File: src/rtl/ip_mac_sequencer.sv
// ip_mac_sequencer: shared-MAC one-vs-all scorer with signed argmax; define IPSEQ_SAT_EN for saturating accumulate.
module ip_mac_sequencer #(
    parameter int NFEAT  = 41,
    parameter int NCLASS = 10,
    parameter int W      = 32,
    parameter int XAW    = 6,
    parameter int TAW    = 9,
    parameter int CW     = 4
) (
    input  logic           clk,
    input  logic           reset,
    input  logic           start,
    output logic           busy,
    output logic [XAW-1:0] x_addr,
    input  logic [W-1:0]   x_data,
    output logic [TAW-1:0] th_addr,
    input  logic [W-1:0]   th_data,
    output logic           hp_valid,
    output logic [W-1:0]   hp_value,
    output logic [CW-1:0]  hp_class,
    output logic           done,
    output logic [CW-1:0]  best_class,
    output logic [W-1:0]   best_value
);
    typedef enum logic [1:0] {IDLE, RUN, DRAIN} state_t;
    state_t         state_q, state_d;
    logic [XAW-1:0] k_q, k_d, pk_q, pk_d;
    logic [CW-1:0]  c_q, c_d, pc_q, pc_d;
    logic [TAW-1:0] ta_q, ta_d;
    logic           v_q, v_d;
    logic [W-1:0]   acc_q, acc_d;
    logic           hp_valid_q, hp_valid_d, done_q, done_d;
    logic [W-1:0]   hp_value_q, hp_value_d, best_value_q, best_value_d;
    logic [CW-1:0]  hp_class_q, hp_class_d, best_class_q, best_class_d;
    logic [W-1:0]   prod, term, acc_add, sum;
    logic           last;
    assign busy       = state_q != IDLE;
    assign x_addr     = k_q;
    assign th_addr    = ta_q;
    assign hp_valid   = hp_valid_q;
    assign hp_value   = hp_value_q;
    assign hp_class   = hp_class_q;
    assign done       = done_q;
    assign best_class = best_class_q;
    assign best_value = best_value_q;
    assign prod       = x_data * th_data;
    assign last       = (k_q == XAW'(NFEAT - 1)) && (c_q == CW'(NCLASS - 1));
`ifdef IPSEQ_SAT_EN
    logic [W-1:0] wsum;
    assign wsum    = acc_q + term;
    // Overflow only when both operands share a sign the result lacks.
    assign acc_add = (acc_q[W-1] == term[W-1]) && (wsum[W-1] != acc_q[W-1])
                   ? {acc_q[W-1], {(W-1){~acc_q[W-1]}}} : wsum;
`else
    assign acc_add = acc_q + term;
`endif
    always_comb begin
        state_d      = state_q;
        k_d          = k_q;
        c_d          = c_q;
        ta_d         = ta_q;
        v_d          = state_q == RUN;
        pk_d         = k_q;
        pc_d         = c_q;
        acc_d        = acc_q;
        hp_valid_d   = 1'b0;
        done_d       = 1'b0;
        hp_value_d   = hp_value_q;
        hp_class_d   = hp_class_q;
        best_value_d = best_value_q;
        best_class_d = best_class_q;
        term         = pk_q == '0 ? th_data : pk_q == XAW'(1) ? '0 : prod;
        sum          = pk_q == '0 ? term : acc_add;
        case (state_q)
            IDLE: if (start) begin
                state_d = RUN;
                k_d     = '0;
                c_d     = '0;
                ta_d    = '0;
            end
            RUN: if (last) begin
                state_d = DRAIN;
            end else begin
                k_d  = k_q == XAW'(NFEAT - 1) ? '0 : k_q + 1'b1;
                c_d  = k_q == XAW'(NFEAT - 1) ? c_q + 1'b1 : c_q;
                ta_d = ta_q + 1'b1;
            end
            default: state_d = IDLE;
        endcase
        // v_q marks data returning for the address issued two edges ago.
        if (v_q) begin
            acc_d = sum;
            if (pk_q == XAW'(NFEAT - 1)) begin
                hp_valid_d = 1'b1;
                hp_value_d = sum;
                hp_class_d = pc_q;
                done_d     = pc_q == CW'(NCLASS - 1);
                if (pc_q == '0 || $signed(sum) > $signed(best_value_q)) begin
                    best_value_d = sum;
                    best_class_d = pc_q;
                end
            end
        end
    end
    always_ff @(posedge clk or posedge reset) begin
        if (reset) begin
            state_q      <= IDLE;
            k_q          <= '0;
            c_q          <= '0;
            ta_q         <= '0;
            v_q          <= 1'b0;
            pk_q         <= '0;
            pc_q         <= '0;
            acc_q        <= '0;
            hp_valid_q   <= 1'b0;
            done_q       <= 1'b0;
            hp_value_q   <= '0;
            hp_class_q   <= '0;
            best_value_q <= '0;
            best_class_q <= '0;
        end else begin
            state_q      <= state_d;
            k_q          <= k_d;
            c_q          <= c_d;
            ta_q         <= ta_d;
            v_q          <= v_d;
            pk_q         <= pk_d;
            pc_q         <= pc_d;
            acc_q        <= acc_d;
            hp_valid_q   <= hp_valid_d;
            done_q       <= done_d;
            hp_value_q   <= hp_value_d;
            hp_class_q   <= hp_class_d;
            best_value_q <= best_value_d;
            best_class_q <= best_class_d;
        end
    end
endmodule

File: config.mk
export PLATFORM = sky130hd
export DESIGN_NAME = ip_mac_sequencer
export DESIGN_NICKNAME = d
export VERILOG_FILES = /design/src/rtl/ip_mac_sequencer.sv
export SDC_FILE = /design/constraint.sdc
export NUM_CORES = 2
export LEC_CHECK = 0
export ABC_AREA = 1
export BUFFER_PORTS_ARGS = -buffer_cell sky130_fd_sc_hd__buf_2
export CAP_MARGIN = 20
export CORE_ASPECT_RATIO = 1.4
export CORE_MARGIN = 3
export CORE_UTILIZATION = 60
export CTS_BUF_LIST = sky130_fd_sc_hd__clkbuf_8
export DETAILED_ROUTE_END_ITERATION = 8
export PLACE_DENSITY_LB_ADDON = 0.3
export SLEW_MARGIN = 10
export SYNTH_ARGS = -nofsm -noshare
export SYNTH_HDL_FRONTEND = slang
export SYNTH_SLANG_ARGS = --single-unit
File: constraint.sdc
create_clock -name clk -period 6.7 [get_ports clk]
set_input_delay 1.34 -clock clk [delete_from_list [all_inputs] [get_ports clk]]
set_output_delay 1.34 -clock clk [all_outputs]
set_load 0.01 [all_outputs]
==> impl_metrics.yaml <==
worst_hold_path:
  holdCritStartpoint: "c_q[3]$_DFFE_PP0P_"
  holdPathStages: 0
  min_delay_worst_endpoint: "pc_q[3]$_DFF_PP0_"
  holdCritPathClass: "flop to flop"
die:
  core_area_sq_um: 41300
  die_h_um: 248
  die_w_um: 179
  design.portCount: 157
  die_area_sq_um: 44500
  fp-row-count: 88
  initial_utilization_pct: 60.9
global_routing:
  grt_pass1_wl_um: 131000
  grt_busiest_layer: "met2"
  use_met1_pct: 43.9
  globalRouteTotalUtil_pct: 38.5
  grt_start_max_net_pins: 88
  overflow: 0
  globalRouteMet2Util_pct: 66.4
  antenna_found_initial: 4
  grt_pass1_vias: 25500
  grt_use_met3_pct: 6.60
layout:
  design.final.nets: 4534
  area_growth_pct: 26.4
  final_core_util_pct: 77.0
  fraction_of_final_layout_cells_with_drive_strength_greater_than_1_pct: 24.6
  final.fill_count: 2941
  fin_cells: 4424
drt:
  wl_per_cell_um: 18.8
  ant_nets: 0
  detail_route.vias_per_cell: 5.40
  wirelength_um: 83200
  detail_route.iter0.violations: 1446
  drc: 0
  detailedRoute.firstPassIterationCount: 5
  vias: 23900
clocking:
  tritoncts: "built"
  ctsRootBufferMaster: "clkbuf_8"
  clkLatencyLatePin_ps: 460
  cts_buffers: 17
  numClockSinks: 138
  ctsHtreeMaxLevel: 4
  holdBufCountCts: 0
  ctsLongestPathBuffers: 2
  clock_pin_slew_of_the_registers_on_the_worst_case_setup_and_hold_paths_ps: 80
logic_synthesis:
  synth_area_leaders: "fa_1, nand2_1, dfrtp_1, inv_1, ha_1"
  netlist.area_leader.share_pct: 32.6
  yosys.area.top_type: "fa_1"
  synthCells: 3391
  synth-warning-count: 0
  postSynthNetCount: 4058
  synth_top_flop_cell: "dfrtp_1"
  synth-edff-count: 0
  synth-seq-area-share_pct: 13.7
  ys_ff_latch: 138
  synth.cells.most_frequent: "nand2_1, inv_1, fa_1"
  distinct_cell_type_count_after_synthesis: 57
  asyncSetResetFlopFracSynth_pct: 100
  yosys.cell_count.top_type: "nand2_1"
  postSynthAreaPerCell_sq_um: 7.42
  syn_area_sq_um: 25200
timing:
  finalClockSkew_ps: 10.0
  report.final.setup_viol: 84
  finalWorstPathRequiredPeriod_ps: 10490
  worst_slack_ps: -3790
  max_freq_ghz: 0.0953
  unrepaired_setup_endpoints_after_global_routing: "true"
  relSlewSlack_pct: 47.8
  finalMaxSlewViolations: 0
  max_slew.worst_pin.slew_ps: 783
  final-hold-violation-count: 0
  layout_worst_path_cycle_share_pct: 157
placement:
  placement.io_buffers: 156
  dp_hpwl_um: 67400
  dpl.cell_count: 4338
  gp_routability_congestion: 1.00
  dp_worst_slack_ps: -4550
critical_path:
  path_max_fanout: 6
  critical_path.most_common_cell: "fa_1"
  regToRegSetupSlack_ps: 1050
  regToRegEndpoint: "best_value[17]$_DFFE_PP0P_"
  endpoint_kind_of_the_worst_setup_timing_path: "flop"
  worstPathArrival_ps: 10840
  worst_stage_delay_on_the_critical_path_ps: 560
  timing.critical_path.slowest_stage_cell: "fa_1"
  critical_path_class: "input port to flop"
  r2r_start: "pk_q[1]$_DFF_PP0_"
  ff2ff_path_depth: 32
  data_required_time_at_the_worst_endpoint_ps: 7050
  worst_setup_path_start_kind: "input port"
run:
  timing.max_cap.violations: 0
status:
  run_status: "finished with violations"
  failed_checks: "negative setup slack"
==> layer usage <==
metal,up-vias,part of all wire [%]
met4,2,7.6
met1,11600,36
li1,10900,-
met2,1029,50
met3,331,6.8
met5,-,0.011
==> critical path: cells and delay by family <==
family | cells | cell delay (ps)
simple gates | 25 | 2930
buf+inv | 13 | 1020
fa+ha+maj | 11 | 4930
compound gates | 5 | 580
==> how the worst max path moves through the flow <==
| stage | from | endpoint | slack [ps] | depth (start not counted) |
|---|---|---|---|---|
| 2_1_floorplan | th_data[3] | best_value[3]$_DFFE_PP0P_ | -3500 | 55 |
| 3_3_place_gp | th_data[5] | best_value[0]$_DFFE_PP0P_ | -4480 | 48 |
| 3_5_place_dp | th_data[7] | best_value[2]$_DFFE_PP0P_ | -4550 | 50 |
| 4_1_cts | th_data[7] | best_value[23]$_DFFE_PP0P_ | -3690 | 55 |
| 5_1_grt | th_data[15] | best_value[18]$_DFFE_PP0P_ | -4120 | 54 |
| 6_report | th_data[7] | best_value[18]$_DFFE_PP0P_ | -3790 | 54 |
==> state kept, by name (all words and copies together), names as in the netlist <==
| register | cells |
|---|---|
| pc_q | 4 |
| done | 1 |
| hp_class | 4 |
| state_q | 2 |
| c_q | 4 |
| acc_q | 32 |
| x_addr | 6 |
| hp_value | 32 |
| hp_valid | 1 |
| best_class | 4 |
| v_q | 1 |
| th_addr | 9 |
| pk_q | 6 |
| best_value | 32 |
==> cells by family (layout without fill, tap and decap cells) <==
| family | count (synthesis) | count (layout) | share of synthesized area [%] |
|---|---|---|---|
| AND/OR/NAND/NOR | 1245 | 1245 | 20.0 |
| buffers and inverters | 1037 | 1526 | 15.7 |
| adder cells (fa/ha/maj) | 600 | 600 | 42.1 |
| AO/OA/AOI/OAI | 339 | 339 | 7.30 |
| flip-flops | 138 | 138 | 13.7 |
| XOR/XNOR | 30 | 30 | 1.07 |
| multiplexers | 2 | 2 | 0.0846 |
| other | 0 | 4 | 0 |
==> placed cells by master (no fill, tap or decap), types with 54 or more instances in the layout <==
cell and count:
a21oi_1 81, buf_2 127, buf_4 405, dfrtp_1 138
fa_1 389, ha_1 167, inv_1 858, nand2_1 928
nand3_1 68, nor2_1 71, o21ai_0 54, o21ai_1 62
==> area by class of cell <==
class / instances / area, sq um / share of cell area [%]
repair buffers: 597 / 4730 / 14.9
well taps: 540 / 676 / 2.12
clock buffers: 17 / 234 / 0.736
inverters: 897 / 3380 / 10.6
diodes: 4 / 10.0 / 0.0315
multi-input cells: 2216 / 19100 / 60.0
flip-flops and latches: 138 / 3450 / 10.9
clock inverters: 15 / 224 / 0.704
==> metrics by stage <==
stage / hold slack (ps) / setup TNS [ps] / cell area, sq um
2_1_floorplan: 390 / -180100 / 25800
6_report: 432 / -203800 / 31800
5_1_grt: 466 / -229900 / 31800
3_5_place_dp: 421 / -271580 / 29500
3_3_place_gp: 413 / -266030 / 29500
4_1_cts: 438 / -198530 / 31200
==> repair_timing <==
action | 4_1_cts | 5_1_grt
setup buffers | 35 | 9
gates cloned | 6 | 2
pin swaps | 85 | 42
resized for setup | 252 | 139
setup endpoints to repair | 84 | 86
Power is not shown: default switching activity piles up to over one toggle a cycle in this logic, so the estimate is an artifact.
